===== src/rtl/spi_master_if.sv =====
// Core-side and SPI-pin signals of the SPI master, grouped for the decode/regfile datapath.
interface spi_master_if #(
  parameter int unsigned W_CPU      = 32,
  parameter int unsigned W_SPI_CTRL = 2
);
  logic [W_SPI_CTRL-1:0] spi_ctrl;
  logic [W_CPU-1:0]      tx_data;
  logic [W_CPU-1:0]      rx_data;
  logic                  stall;
  logic                  done;
  logic                  sclk;
  logic                  mosi;
  logic                  miso;
  logic                  cs_n;

  modport master (
    input  spi_ctrl, tx_data, miso,
    output rx_data, stall, done, sclk, mosi, cs_n
  );

  modport slave (
    output spi_ctrl, tx_data, miso,
    input  rx_data, stall, done, sclk, mosi, cs_n
  );
endinterface


===== src/rtl/spi_master.sv =====
// SPI mode-0 master executing mtc0/mfc0 frames (MSB first, one slave select); stalls the core
// until the frame completes and returns the received frame for the register-write mux.
module spi_master #(
  parameter int unsigned DATA_W     = 8,
  parameter int unsigned CLK_DIV    = 2,
  parameter int unsigned W_CPU      = 32,
  parameter int unsigned W_SPI_CTRL = 2
) (
  input  logic          clk,
  input  logic          rst,
  spi_master_if.master  bus
);

  localparam int unsigned HC_W = (CLK_DIV > 1) ? $clog2(CLK_DIV) : 1;
  localparam int unsigned BC_W = (DATA_W > 1) ? $clog2(DATA_W) : 1;

  localparam logic [W_SPI_CTRL-1:0] CTRL_MOSI = W_SPI_CTRL'(1);
  localparam logic [W_SPI_CTRL-1:0] CTRL_MISO = W_SPI_CTRL'(2);

  typedef enum logic [2:0] {IDLE, LEAD, HIGH, LOW, DONE} state_t;

  state_t             state_q, state_d;
  logic [HC_W-1:0]    hc_q, hc_d;
  logic [BC_W-1:0]    bc_q, bc_d;
  logic [DATA_W-1:0]  shreg_q, shreg_d;
  logic [DATA_W-1:0]  rxsh_q, rxsh_d;
  logic [W_CPU-1:0]   rx_q, rx_d;
  logic               sclk_q, sclk_d;
  logic               mosi_q, mosi_d;
  logic               cs_n_q, cs_n_d;
  logic               done_q, done_d;

  logic               cmd_valid;
  logic               hc_last;
  logic [DATA_W-1:0]  tx_sel;
  logic [DATA_W-1:0]  shifted;
  logic [DATA_W-1:0]  rx_shift;
  logic               unused_tx;

  // Codes other than MOSI/MISO behave as NOP
  assign cmd_valid = (bus.spi_ctrl == CTRL_MOSI) || (bus.spi_ctrl == CTRL_MISO);
  assign unused_tx = ^bus.tx_data;

  always_ff @(posedge clk or posedge rst) begin
    if (rst) begin
      state_q <= IDLE;
      hc_q    <= '0;
      bc_q    <= '0;
      shreg_q <= '0;
      rxsh_q  <= '0;
      rx_q    <= '0;
      sclk_q  <= 1'b0;
      mosi_q  <= 1'b0;
      cs_n_q  <= 1'b1;
      done_q  <= 1'b0;
    end else begin
      state_q <= state_d;
      hc_q    <= hc_d;
      bc_q    <= bc_d;
      shreg_q <= shreg_d;
      rxsh_q  <= rxsh_d;
      rx_q    <= rx_d;
      sclk_q  <= sclk_d;
      mosi_q  <= mosi_d;
      cs_n_q  <= cs_n_d;
      done_q  <= done_d;
    end
  end

  always_comb begin
    state_d  = state_q;
    hc_d     = hc_q;
    bc_d     = bc_q;
    shreg_d  = shreg_q;
    rxsh_d   = rxsh_q;
    rx_d     = rx_q;
    sclk_d   = sclk_q;
    mosi_d   = mosi_q;
    cs_n_d   = cs_n_q;
    done_d   = 1'b0;
    hc_last  = (hc_q == HC_W'(CLK_DIV - 1));
    tx_sel   = (bus.spi_ctrl == CTRL_MOSI) ? bus.tx_data[DATA_W-1:0] : '0;
    shifted  = shreg_q << 1;
    rx_shift = DATA_W'({rxsh_q, bus.miso});

    case (state_q)
      IDLE: begin
        if (cmd_valid) begin
          shreg_d = tx_sel;
          mosi_d  = tx_sel[DATA_W-1];
          cs_n_d  = 1'b0;
          bc_d    = '0;
          hc_d    = '0;
          state_d = LEAD;
        end
      end
      LEAD: begin
        if (hc_last) begin
          hc_d    = '0;
          sclk_d  = 1'b1;
          rxsh_d  = rx_shift;
          state_d = HIGH;
        end else begin
          hc_d = HC_W'(hc_q + 1'b1);
        end
      end
      HIGH: begin
        if (hc_last) begin
          hc_d    = '0;
          sclk_d  = 1'b0;
          shreg_d = shifted;
          mosi_d  = shifted[DATA_W-1];
          state_d = LOW;
        end else begin
          hc_d = HC_W'(hc_q + 1'b1);
        end
      end
      LOW: begin
        if (hc_last) begin
          hc_d = '0;
          if (bc_q == BC_W'(DATA_W - 1)) begin
            cs_n_d  = 1'b1;
            mosi_d  = 1'b0;
            rx_d    = W_CPU'(rxsh_q);
            done_d  = 1'b1;
            state_d = DONE;
          end else begin
            bc_d    = BC_W'(bc_q + 1'b1);
            sclk_d  = 1'b1;
            rxsh_d  = rx_shift;
            state_d = HIGH;
          end
        end else begin
          hc_d = HC_W'(hc_q + 1'b1);
        end
      end
      DONE:    state_d = IDLE;
      default: state_d = IDLE;
    endcase
  end

  // Stall covers the accept cycle and the whole frame, but drops in DONE so the core retires
  assign bus.stall   = !rst && (((state_q == IDLE) && cmd_valid) || (state_q == LEAD) ||
                                (state_q == HIGH) || (state_q == LOW));
  assign bus.rx_data = rx_q;
  assign bus.done    = done_q;
  assign bus.sclk    = sclk_q;
  assign bus.mosi    = mosi_q;
  assign bus.cs_n    = cs_n_q;

endmodule


===== src/flat_wrapper.sv =====
// flat-port wrapper written by rule: the top's interface ports become plain ports
module spi_master_flat 
#(
  parameter int unsigned DATA_W     = 8,
  parameter int unsigned CLK_DIV    = 2,
  parameter int unsigned W_CPU      = 32,
  parameter int unsigned W_SPI_CTRL = 2
)
  (clk, rst, bus_spi_ctrl, bus_tx_data, bus_miso, bus_rx_data, bus_stall, bus_done, bus_sclk, bus_mosi, bus_cs_n);
  spi_master_if #(.W_CPU(W_CPU), .W_SPI_CTRL(W_SPI_CTRL)) bus_i ();
  input  logic clk;
  input  logic rst;
  input wire logic [$bits(bus_i.spi_ctrl)-1:0] bus_spi_ctrl;
  input wire logic [$bits(bus_i.tx_data)-1:0] bus_tx_data;
  input wire logic [$bits(bus_i.miso)-1:0] bus_miso;
  output wire logic [$bits(bus_i.rx_data)-1:0] bus_rx_data;
  output wire logic [$bits(bus_i.stall)-1:0] bus_stall;
  output wire logic [$bits(bus_i.done)-1:0] bus_done;
  output wire logic [$bits(bus_i.sclk)-1:0] bus_sclk;
  output wire logic [$bits(bus_i.mosi)-1:0] bus_mosi;
  output wire logic [$bits(bus_i.cs_n)-1:0] bus_cs_n;
  assign bus_i.spi_ctrl = bus_spi_ctrl;
  assign bus_i.tx_data = bus_tx_data;
  assign bus_i.miso = bus_miso;
  assign bus_rx_data = bus_i.rx_data;
  assign bus_stall = bus_i.stall;
  assign bus_done = bus_i.done;
  assign bus_sclk = bus_i.sclk;
  assign bus_mosi = bus_i.mosi;
  assign bus_cs_n = bus_i.cs_n;
  spi_master #(.DATA_W(DATA_W), .CLK_DIV(CLK_DIV), .W_CPU(W_CPU), .W_SPI_CTRL(W_SPI_CTRL)) u_core (.clk(clk), .rst(rst), .bus(bus_i));
endmodule

===== config.mk =====
export PLATFORM = sky130hd
export DESIGN_NAME = spi_master_flat
export DESIGN_NICKNAME = d
export VERILOG_FILES = /design/src/rtl/spi_master_if.sv /design/src/rtl/spi_master.sv /design/src/flat_wrapper.sv
export SDC_FILE = /design/constraint.sdc
export NUM_CORES = 1
export LEC_CHECK = 0
export CORE_ASPECT_RATIO = 1.75
export CORE_UTILIZATION = 38
export CTS_CLUSTER_SIZE = 40
export DETAILED_ROUTE_END_ITERATION = 8
export PLACE_DENSITY = 0.76
export REMOVE_ABC_BUFFERS = 1
export SLEW_MARGIN = 20
export SYNTH_ARGS = -nofsm -noshare
export SYNTH_HDL_FRONTEND = slang
export SYNTH_SLANG_ARGS = --single-unit

===== constraint.sdc =====
create_clock -name clk -period 1.6 [get_ports clk]
set_input_delay 0.32 -clock clk [delete_from_list [all_inputs] [get_ports clk]]
set_output_delay 0.32 -clock clk [all_outputs]
set_load 0.03 [all_outputs]

==> results.md <==
- Outcome: completed
- Clk_lat worst skew: 0.28 ns
- Non-filler cells, final: 262
- Post-Synth XOR/XNOR Area: 0%
- Total track usage: 14.4%
- Initial Util: 39.4%
- Compound-gate portion of the synthesized area: 10.6%
- WP buf/inv: 2
- Synth cell types: 32
- Cell area power density: 1870 nW/µm²
- # placed instances: 253
- CTS max path bufs: 2
- CP Data Required Time: 1.28 ns
- CP Cell Sequence: dlygate4sd2_1 -> ha_4 -> nand2b_4 -> nor2_1 -> nor3_1 -> buf_4
- CP startpoint kind: primary input
- TritonCTS clock tree: yes
- Setup-failing EPs final: 0
- ANT cells: 0
- Total number of yosys warnings: 0
- First-pass GRT wire length: 5.19 mm
- Final WL: 3.05 mm
- Leak: 1.12 nW
- Number of global-route vias before repair: 1181
- CP endpoint kind: output pin
- First DRT Iteration DRCs: 4
- Clock skew: 0.00527 ns
- CTS root buffer: clkbuf_8
- Max Clock Freq: 0.631 GHz
- Die X: 52.8 µm
- Hpwl dp: 2.31 mm
- Nets: 250
- Post-Synth Simple-Gate Area: 17.2%
- Total of fill cells in the finished design: 417
- Fin. Hold Viols: 0
- Power Total: 3.95 mW
- Via count: 1207
- Final worst slack: 0.0163 ns
- Core area: 4360 µm²
- Period utilization: 99.0%
- Largest net degree at the start of global routing: 24
- RSZ-0062 raised after global routing: yes
- Share of cells above drive strength 1: 21.3%
- Via density: 4.61
- I/O pin count: 74
- Pre-CTS WS: -0.324 ns
- Hold Path Class: primary input to async pin
- CP Class: primary input to output pin
- CTS clk-pin slew, worst paths: 0.07 ns
- VDD IR-drop max: 0.000941 V
- Total gr overflow: 0
- Buffers on Ports: 25
- EDFF count, synth: 0
- Slowest cell on the critical path: dlygate4sd2_1
- Mapped Area: 1720 µm²
- Cell family with most CP delay: buffers and inverters
- FP Rows: 32
- DRC: 0
- Fin. max-slew vios: 0
- Post-DR wirelength/cell: 11.6 µm
- Sequential area share after synthesis: 49.6%
- Data arrival, critical path: 1.26 ns
- Most common library cells after synthesis: dfrtp_1 (33), nand2_1 (33), buf_4 (26), a21oi_1 (10), mux2_2 (10)
- Area grow syn2layout: 23.3%
- Area of the die: 4810 µm²
- First-pass iteration count of the detailed router: 3
- Primary FF master, synth: dfrtp_1
- Minimum clock period: 1.58 ns
- Antenna-violating nets left: 0
- CTS H-Tree Depth: 2
- RePlAce Congestion: 0.755
- Post-synthesis mux area share: 6.55%
- #FFs+latches synth: 34
- Ys async rst share: 100%
- Synth area leader: dfrtp_1
- Adder-cell share of the synthesized area: 2.18%
- Die height: 91.0 µm
- Cts bufs inserted: 5
- CP Max Fanout: 2
- Clock Sinks: 34
- Top-area cell type share of the netlist area: 48.0%
- Largest family of logic cells by synthesized area: simple AND/OR/NAND/NOR gates
- Max incr delay on CP: 0.26 ns
- Synthesized instance count: 172
- Avg Cell Area, Syn: 10.0 µm²
- Max-capacitance violation count: 0
- Initial antenna violation count: 0
- Cells taking the most area after synthesis: dfrtp_1 (48%), buf_4 (11%), nand2_1 (7.2%)
[through the flow]
stage | hold WS, ns | instance area [µm²] | util (%) | TNS (ns)
floorplan | 0.433 | 1600 | - | -0.162
global placement | 0.445 | 1990 | 45.6 | -3.07
detailed placement | 0.463 | 1990 | 45.6 | -3.19
CTS | 0.373 | 2100 | 48.2 | -0.0153
global route | 0.401 | 2120 | 48.6 | -0.0128
finish | 0.376 | 2120 | 48.6 | 0
[cell usage in the layout, fill, tap and decap left out, types with 2 or more instances in the layout]
cell and instances:
a211oi_1 2, mux2_2 10, nand2_1 33, nor3_1 3
clkbuf_8 6, o21ai_0 7, dlygate4sd2_1 13, nand3_1 2
a21oi_1 10, buf_4 12, inv_2 2, and3_1 6
inv_1 5, clkdlybuf4s50_1 10, nor2_1 8, o211ai_1 3
dfrtp_1 32, ha_4 2, a22o_1 2, conb_1 24
[path summary, 6_finish.rpt]
check,depth (start not counted),to,slack [ns],from
worst max-delay path,6,bus_stall,0.02,bus_spi_ctrl[0]
worst min-delay path,3,u_core.shreg_q[6],0.38,rst
worst max register to register,5,u_core.bc_q[0],0.09,u_core.bc_q[0]
worst min register to register,2,u_core.bus.rx_data[4],0.48,u_core.bus.rx_data[4]
max in group asynchronous,3,u_core.state_q[0],0.93,rst
min in group clk,2,u_core.bus.rx_data[4],0.48,u_core.bus.rx_data[4]
[where the power goes]
part           internal [mW]  leakage, nW  switching [mW]  total (mW)
sequential              1.25        0.427           0.268        1.52
combinational          0.802        0.641           0.988        1.79
clock                  0.345       0.0472           0.298       0.644
[layer usage]
metal | wire length (µm) | GRT usage [%] | vias up
li1 | - | - | 606
met1 | 1190 | 15.2 | 557
met2 | 1660 | 24.9 | 40
met3 | 121 | 2.51 | 4
met4 | 82 | 8.99 | 0
met5 | 0 | 0 | -
[sequential cells by signal (all words and copies together), names as in the netlist]
name	cells
u_core.bc_q	3
u_core.bus.cs_n	1
u_core.bus.done	1
u_core.bus.mosi	1
u_core.bus.rx_data	8
u_core.bus.sclk	1
u_core.hc_last	1
u_core.rxsh_q	8
u_core.shreg_q	7
u_core.state_q	3
[cell families (layout without fill, tap and decap cells)]
group / count (synthesis) / count (layout)
simple gates: 60 / 60
buf+inv: 36 / 52
flops: 34 / 34
compound gates: 28 / 28
mux: 10 / 10
fa+ha+maj: 3 / 3
other cells: 1 / 24
[worst reg2reg max path, stage by stage (launching register included)]
cell,delay (ns)
dfrtp_1,0.39
ha_2,0.20
ha_4,0.17
nand4b_1,0.18
a21o_1,0.20
mux2_2,0.26
[timing repair]
| action | 4_1_cts | 5_1_grt |
|---|---|---|
| setup buffers | 1 | 0 |
| setup endpoints to repair | 16 | 6 |
| gates resized for setup | 18 | 4 |
| hold buffers | 0 | 0 |
| pin swaps | 1 | 2 |
[final cells by class]
type                            instances  area [µm²]  area share (%)
Clock buffer                            6        82.6            3.90
Clock inverter                          2        12.5           0.590
Inverter                                7        26.3            1.24
Multi-Input combinational cell        125         753            35.5
Sequential cell                        34         853            40.3
Tap cell                               51        63.8            3.01
Timing Repair Buffer                   37         328            15.5
Power figures use the tool's default switching activity.
